<file path="src/rtl/note_scheduler.sv">
// Song sequencer: walks the beat chart against a frame counter, hands each note to the
// lowest free dropper slot and keeps score / combo / miss tallies from slot feedback.
module note_scheduler #(
  parameter int N_SLOTS = 16,
  parameter int T_W     = 12,
  parameter int ADDR_W  = 8,
  parameter int HIT_PTS = 10
) (
  input  logic               frame_clk,
  input  logic               Reset,
  input  logic [7:0]         keycode,
  input  logic [7:0]         keycode_second,
  output logic [ADDR_W-1:0]  chart_addr,
  input  logic [T_W-1:0]     chart_time,
  input  logic [1:0]         chart_lane,
  input  logic               chart_last,
  input  logic [N_SLOTS-1:0] slot_busy,
  input  logic [N_SLOTS-1:0] slot_hit,
  input  logic [N_SLOTS-1:0] slot_miss,
  output logic [N_SLOTS-1:0] slot_spawn,
  output logic [1:0]         spawn_lane,
  output logic               slot_clear,
  output logic [15:0]        score,
  output logic [7:0]         combo,
  output logic [7:0]         max_combo,
  output logic [7:0]         miss_cnt,
  output logic               song_done,
  output logic [2:0]         state_o
);

  localparam int CNT_W = $clog2(N_SLOTS + 1);

  typedef enum logic [2:0] {
    S_IDLE  = 3'd0,
    S_FETCH = 3'd1,
    S_WAIT  = 3'd2,
    S_SPAWN = 3'd3,
    S_DRAIN = 3'd4,
    S_DONE  = 3'd5
  } state_t;

  state_t              state_q, state_d;
  logic [T_W-1:0]      frame_cnt_q, frame_cnt_d;
  logic [ADDR_W-1:0]   chart_addr_q, chart_addr_d;
  logic [T_W-1:0]      entry_time_q, entry_time_d;
  logic [1:0]          entry_lane_q, entry_lane_d;
  logic                entry_last_q, entry_last_d;
  logic [15:0]         score_q, score_d;
  logic [7:0]          combo_q, combo_d;
  logic [7:0]          max_combo_q, max_combo_d;
  logic [7:0]          miss_q, miss_d;

  logic                start_key, abort_key, spawning, found, drop;
  logic [N_SLOTS-1:0]  free_oh;
  logic [CNT_W-1:0]    hit_cnt;
  logic [CNT_W:0]      miss_tot;
  logic [31:0]         score_sum, combo_sum, miss_sum;

  assign start_key = (keycode == 8'h2C) || (keycode_second == 8'h2C);
  assign abort_key = (keycode == 8'h01);

  // Lowest-index idle slot, plus hit/miss population counts for this cycle.
  always_comb begin
    free_oh = '0;
    found   = 1'b0;
    hit_cnt = '0;
    for (int i = 0; i < N_SLOTS; i++) begin
      if (!slot_busy[i] && !found) begin
        free_oh[i] = 1'b1;
        found      = 1'b1;
      end
      hit_cnt = hit_cnt + CNT_W'(slot_hit[i]);
    end
  end

  assign spawning   = (state_q == S_SPAWN) && !abort_key;
  assign drop       = spawning && !found;
  assign slot_spawn = spawning ? free_oh : '0;
  assign spawn_lane = (spawning && found) ? entry_lane_q : 2'd0;
  assign slot_clear = abort_key && (state_q inside {S_FETCH, S_WAIT, S_SPAWN, S_DRAIN});

  always_comb begin
    miss_tot = '0;
    for (int i = 0; i < N_SLOTS; i++) begin
      miss_tot = miss_tot + (CNT_W + 1)'(slot_miss[i]);
    end
    miss_tot = miss_tot + (CNT_W + 1)'(drop);
  end

  always_comb begin
    state_d = state_q;
    case (state_q)
      S_IDLE:  if (start_key) state_d = S_FETCH;
      S_FETCH: state_d = abort_key ? S_IDLE : S_WAIT;
      S_WAIT: begin
        if (abort_key)                         state_d = S_IDLE;
        else if (frame_cnt_q >= entry_time_q)  state_d = S_SPAWN;
      end
      S_SPAWN: begin
        if (abort_key)         state_d = S_IDLE;
        else if (entry_last_q) state_d = S_DRAIN;
        else                   state_d = S_FETCH;
      end
      S_DRAIN: begin
        if (abort_key)            state_d = S_IDLE;
        else if (slot_busy == '0) state_d = S_DONE;
      end
      S_DONE:  if (abort_key) state_d = S_IDLE;
      default: state_d = S_IDLE;
    endcase
  end

  // Frame counter and chart pointer are pinned to zero whenever IDLE is current or next.
  always_comb begin
    frame_cnt_d  = frame_cnt_q;
    chart_addr_d = chart_addr_q;
    entry_time_d = entry_time_q;
    entry_lane_d = entry_lane_q;
    entry_last_d = entry_last_q;
    if (state_q == S_IDLE || state_d == S_IDLE) begin
      frame_cnt_d  = '0;
      chart_addr_d = '0;
    end else begin
      if (state_q != S_DONE && frame_cnt_q != '1) frame_cnt_d = frame_cnt_q + T_W'(1);
      if (state_q == S_SPAWN && state_d == S_FETCH) chart_addr_d = chart_addr_q + ADDR_W'(1);
      if (state_q == S_FETCH) begin
        entry_time_d = chart_time;
        entry_lane_d = chart_lane;
        entry_last_d = chart_last;
      end
    end
  end

  always_comb begin
    score_sum   = 32'(score_q) + 32'(HIT_PTS) * 32'(hit_cnt);
    combo_sum   = 32'(combo_q) + 32'(hit_cnt);
    miss_sum    = 32'(miss_q) + 32'(miss_tot);
    score_d     = score_q;
    combo_d     = combo_q;
    max_combo_d = max_combo_q;
    miss_d      = miss_q;
    if (state_q == S_IDLE) begin
      if (start_key) begin
        score_d     = '0;
        combo_d     = '0;
        max_combo_d = '0;
        miss_d      = '0;
      end
    end else begin
      score_d     = (score_sum > 32'hFFFF) ? 16'hFFFF : score_sum[15:0];
      combo_d     = (miss_tot != '0) ? 8'd0 : ((combo_sum > 32'd255) ? 8'hFF : combo_sum[7:0]);
      max_combo_d = (combo_d > max_combo_q) ? combo_d : max_combo_q;
      miss_d      = (miss_sum > 32'd255) ? 8'hFF : miss_sum[7:0];
    end
  end

  always_ff @(posedge frame_clk or negedge Reset) begin
    if (!Reset) begin
      state_q      <= S_IDLE;
      frame_cnt_q  <= '0;
      chart_addr_q <= '0;
      entry_time_q <= '0;
      entry_lane_q <= '0;
      entry_last_q <= 1'b0;
      score_q      <= '0;
      combo_q      <= '0;
      max_combo_q  <= '0;
      miss_q       <= '0;
    end else begin
      state_q      <= state_d;
      frame_cnt_q  <= frame_cnt_d;
      chart_addr_q <= chart_addr_d;
      entry_time_q <= entry_time_d;
      entry_lane_q <= entry_lane_d;
      entry_last_q <= entry_last_d;
      score_q      <= score_d;
      combo_q      <= combo_d;
      max_combo_q  <= max_combo_d;
      miss_q       <= miss_d;
    end
  end

  assign chart_addr = chart_addr_q;
  assign score      = score_q;
  assign combo      = combo_q;
  assign max_combo  = max_combo_q;
  assign miss_cnt   = miss_q;
  assign song_done  = (state_q == S_DONE);
  assign state_o    = state_q;

endmodule

</file>
<file path="config.mk">
export PLATFORM = sky130hd
export DESIGN_NAME = note_scheduler
export DESIGN_NICKNAME = d
export VERILOG_FILES = /design/src/rtl/note_scheduler.sv
export SDC_FILE = /design/constraint.sdc
export NUM_CORES = 1
export LEC_CHECK = 0
export CORE_MARGIN = 2
export CORE_UTILIZATION = 54
export DETAILED_ROUTE_END_ITERATION = 10
export PLACE_DENSITY = 0.95
export SYNTH_ARGS = -nofsm -noshare
export SYNTH_HDL_FRONTEND = slang
export SYNTH_SLANG_ARGS = --single-unit
</file>
<file path="constraint.sdc">
create_clock -name frame_clk -period 9.2 [get_ports frame_clk]
set_input_delay 1.84 -clock frame_clk [delete_from_list [all_inputs] [get_ports frame_clk]]
set_output_delay 1.84 -clock frame_clk [all_outputs]
set_load 0.05 [all_outputs]
</file>
==> metrics.txt <==
# TYPE chip_impl_metric gauge
chip_impl_info{name="run_status",value="complete, no violations"} 1
chip_impl_metric{name="ir_drop",unit="mV"} 0.277
chip_impl_metric{name="fp.dieArea",unit="um2"} 12000
chip_impl_metric{name="total_power",unit="W"} 0.00254
chip_impl_info{name="worst_hold_path.endpoint",value="score[0]"} 1
chip_impl_info{name="cts_root_buffer",value="sky130_fd_sc_hd__clkbuf_8"} 1
chip_impl_info{name="ys_top_cells_by_area",value="sky130_fd_sc_hd__dfrtp_1 33%, sky130_fd_sc_hd__ha_1 12%, sky130_fd_sc_hd__fa_1 8.4%, sky130_fd_sc_hd__inv_1 4.8%, sky130_fd_sc_hd__nand2_1 4.1%"} 1
chip_impl_metric{name="cts-hold-fix-buffers",unit=""} 0
chip_impl_metric{name="post-route-worst-setup-slack",unit="ns"} 1.01
chip_impl_info{name="critical-path-slowest-cell",value="sky130_fd_sc_hd__nor4b_1"} 1
chip_impl_metric{name="grt_antenna_before_repair",unit=""} 0
chip_impl_info{name="rsz0062_at_grt",value="no"} 1
chip_impl_info{name="tritoncts",value="done"} 1
chip_impl_metric{name="syn_nets",unit=""} 822
chip_impl_metric{name="min_period_over_period",unit="%"} 89.0
chip_impl_metric{name="r2r_cells",unit=""} 19
chip_impl_metric{name="cts_made_buffers",unit=""} 9
chip_impl_metric{name="grt.overflow.total",unit=""} 0
chip_impl_metric{name="syn_avg_cell_area",unit="um2"} 9.08
chip_impl_metric{name="cts_num_sinks",unit=""} 78
chip_impl_metric{name="post_drt_via_cell_ratio",unit=""} 5.66
chip_impl_info{name="path_cells",value="clkdlybuf4s50_1, nor4b_1, a21oi_1, nand3_1, nand2b_1, fa_1, inv_1, fa_1, inv_1, fa_1, fa_1, fa_1, xnor2_1, or4_4, a21oi_2, ha_1, nor2b_1, o211ai_1, a21oi_1, o21ai_2, mux2_2"} 1
chip_impl_metric{name="n_antenna_cell",unit=""} 0
chip_impl_metric{name="final_net_count",unit=""} 969
chip_impl_metric{name="timing.clock.skew",unit="ns"} 0.00893
chip_impl_metric{name="use_met3",unit="%"} 4.27
chip_impl_metric{name="grt.met1_usage",unit="%"} 32.6
chip_impl_info{name="min-delay-path-class",value="register to register"} 1
chip_impl_metric{name="critical_path_arrival",unit="ns"} 8.43
chip_impl_metric{name="synth_seq_cells",unit=""} 78
chip_impl_metric{name="maxCapViolCount",unit=""} 0
chip_impl_metric{name="worst-slew-pin-transition",unit="ns"} 1.17
chip_impl_metric{name="report.final.hold_viol_count",unit=""} 0
chip_impl_metric{name="post-cts-setup-buffers",unit=""} 0
chip_impl_metric{name="max_freq",unit="MHz"} 122
chip_impl_metric{name="global_route_wire_length_before_repair",unit="um"} 24900
chip_impl_info{name="top_usage_layer",value="met2"} 1
chip_impl_metric{name="core",unit="um2"} 10800
chip_impl_metric{name="die_h",unit="um"} 109
chip_impl_metric{name="powerDensity",unit="nW/um2"} 323
chip_impl_metric{name="worstHoldPathCells",unit=""} 1
chip_impl_metric{name="dp_hpwl",unit="um"} 11700
chip_impl_metric{name="die_width",unit="um"} 109
chip_impl_metric{name="drt_pass1_iterations",unit=""} 5
chip_impl_metric{name="totalWireLength",unit="um"} 15100
chip_impl_metric{name="timing.max_slew.rel_slack",unit="%"} 21.7
chip_impl_info{name="min_from",value="score[0]"} 1
chip_impl_metric{name="postCtsResizedCells",unit=""} 0
chip_impl_metric{name="final-setup-viol-count",unit=""} 0
chip_impl_info{name="yosys.area.top_type",value="sky130_fd_sc_hd__dfrtp_1"} 1
chip_impl_metric{name="clock_latency",unit="ns"} 0.35
chip_impl_metric{name="floorplan.initialDensity",unit="%"} 55.3
chip_impl_info{name="timing.rr.end",value="max_combo[2]"} 1
chip_impl_info{name="critical_path.startpoint",value="keycode[3]"} 1
chip_impl_metric{name="floorplan.io_pins",unit=""} 152
chip_impl_metric{name="synth_top_area_share",unit="%"} 32.6
chip_impl_info{name="yosys.cell_count.top_type",value="sky130_fd_sc_hd__dfrtp_1"} 1
chip_impl_metric{name="initialDrtViolationCount",unit=""} 250
chip_impl_metric{name="vias",unit=""} 5393
chip_impl_metric{name="max_fo_critical_path",unit=""} 15
chip_impl_metric{name="htree_levels",unit=""} 3
chip_impl_metric{name="grt_use_met2",unit="%"} 46.6
chip_impl_metric{name="combinationalPowerShare",unit="%"} 68.4
chip_impl_metric{name="async_reset_ff_share",unit="%"} 100
chip_impl_metric{name="mappedNetlistArea",unit="um2"} 5990
chip_impl_metric{name="syn_to_final_growth",unit="%"} 31.3
chip_impl_metric{name="syn-instance-count",unit=""} 660
chip_impl_metric{name="drc",unit=""} 0
chip_impl_metric{name="finalCriticalPeriod",unit="ns"} 8.19
chip_impl_metric{name="gpl.final_weighted_congestion",unit=""} 0.885
chip_impl_info{name="synthTopCellsByCount",value="78 x sky130_fd_sc_hd__dfrtp_1, 77 x sky130_fd_sc_hd__inv_1, 65 x sky130_fd_sc_hd__nand2_1"} 1
chip_impl_metric{name="antenna_violation_net_count_after_detailed_routing",unit=""} 0
chip_impl_metric{name="worst_hold_slack",unit="ns"} 0.500
chip_impl_info{name="criticalPathCategory",value="input pin to register"} 1
chip_impl_metric{name="critPathMaxStageDelay",unit="ns"} 0.62
chip_impl_metric{name="switching_fraction_of_total_power",unit="%"} 48.3
chip_impl_metric{name="worstPathRequired",unit="ns"} 9.44
chip_impl_info{name="ys_dominant_reg_cell",value="sky130_fd_sc_hd__dfrtp_1"} 1
chip_impl_metric{name="synth.yosys.seq_area_share",unit="%"} 32.6
chip_impl_metric{name="clockPowerShare",unit="%"} 12.6
chip_impl_metric{name="grt_usage",unit="%"} 26.4
chip_impl_metric{name="clkTransAtPathRegs",unit="ns"} 0.08
chip_impl_metric{name="final_max_slew_viol_count",unit=""} 0
chip_impl_metric{name="cts-root-to-sink-buffers",unit=""} 2
chip_impl_metric{name="ff2ff_setup_slack",unit="ns"} 2.78
chip_impl_metric{name="place.port_buffers",unit=""} 151
chip_impl_metric{name="place_ws",unit="ns"} 0.692
chip_impl_metric{name="wl_per_cell",unit="um"} 15.9
chip_impl_metric{name="leakagePower",unit="nW"} 3.48
chip_impl_metric{name="fp-row-count",unit=""} 38
chip_impl_metric{name="seq_power_share",unit="%"} 18.9
chip_impl_metric{name="internal_power",unit="W"} 0.00131
chip_impl_metric{name="drive_gt1_share",unit="%"} 5.54
chip_impl_metric{name="via_count_of_the_first_global_routing_pass",unit=""} 5402
chip_impl_metric{name="fin_tns_setup",unit="ns"} 0
chip_impl_metric{name="edff_count_synth",unit=""} 0
chip_impl_metric{name="synthesis.yosys.warnings",unit=""} 0
chip_impl_metric{name="yosysUniqueCellTypes",unit=""} 70
chip_impl_info{name="cpMostUsedCell",value="sky130_fd_sc_hd__fa_1"} 1
chip_impl_info{name="end_kind",value="register"} 1
chip_impl_info{name="worst_flop_to_flop_path_startpoint",value="state_o[2]"} 1
chip_impl_metric{name="grt_max_degree",unit=""} 79
chip_impl_info{name="crit_path_start_kind",value="input pin"} 1
chip_impl_metric{name="power_switching",unit="W"} 0.00123
[power groups by stage]
| stage | Sequential [W] | Combinational (W) | Clock [W] |
|---|---|---|---|
| 2_1_floorplan | 0.000629 | 0.00113 | 0 |
| 3_3_place_gp | 0.000484 | 0.00161 | 0 |
| 3_5_place_dp | 0.000486 | 0.00169 | 0 |
| 4_1_cts | 0.000481 | 0.00172 | 0.000325 |
| 5_1_grt | 0.000492 | 0.00192 | 0.000337 |
| 6_report | 0.000482 | 0.00174 | 0.000322 |
[placed cells by master (no fill, tap or decap), drive strengths merged, types with 3 or more instances in the layout]
master	count
nor4	13
nand3	32
or2	3
or3	5
a21oi	37
a22o	3
fa	25
bufinv	3
clkdlybuf4s50	150
and2	5
nand4	9
ha	56
buf	4
nor3	15
o211ai	4
a221o	6
clkbuf	13
o21bai	3
xor2	18
nor3b	5
o21ai	48
nor2	47
mux2	6
nand2	65
nor4b	3
o21a	5
a211oi	5
and4	3
xnor2	15
inv	77
dfrtp	78
a21o	9
nand2b	6
nor2b	7
[kinds of logic after synthesis]
family | synth area share, %
xor+xnor | 4.95
buf+inv | 6.33
fa+ha+maj | 20.0
compound gates | 15.1
flops | 32.6
simple gates | 19.9
mux | 1.13
[state kept, by name, indices dropped and copies added (netlist names)]
name	flops
max_combo	8
entry_last_q	1
entry_time_q	12
frame_cnt_q	12
entry_lane_q	2
combo	8
miss_cnt	8
state_o	3
chart_addr	8
score	16
[per-stage QoR]
| step | cell area (um2) | util (%) | cells |
|---|---|---|---|
| floorplan | 5990 | - | 660 |
| global placement | 7620 | 70.3 | 936 |
| detailed placement | 7620 | 70.3 | 936 |
| CTS | 7870 | 72.6 | 952 |
| global route | 7870 | 72.6 | 952 |
| finish | 7870 | 72.6 | 952 |
[cell type report]
type	count	area (um2)
well taps	140	175
fillers	776	2970
clock buffers	13	159
repair buffers	154	1530
flip-flops and latches	78	1950
multi-input cells	486	3670
inverters	78	293
clock inverters	3	90.1
[worst max path at each step]
stage                              end  cells after the start  slack (ns)
after floorplan           max_combo[7]                     22        1.84
after global placement    max_combo[2]                     20        0.99
after detailed placement  max_combo[2]                     21        0.69
after CTS                 max_combo[2]                     21        1.06
after global routing      max_combo[2]                     20        0.74
final                     max_combo[2]                     21        1.01
[per-layer routing]
| layer | up-vias | wire (um) |
|---|---|---|
| met5 | - | 0 |
| met4 | 0 | 301 |
| met3 | 27 | 877 |
| met2 | 185 | 7670 |
| met1 | 2593 | 6280 |
| li1 | 2588 | - |
[worst max-delay path: cells and delay by family]
kind,cells,cell delay [ns]
AO/OA/AOI/OAI,5,1.21
XOR/XNOR,1,0.22
adder cells (fa/ha/maj),6,2.37
buffers and inverters,3,0.59
multiplexers,1,0.40
AND/OR/NAND/NOR,5,1.80
Power figures use the tool's default switching activity.
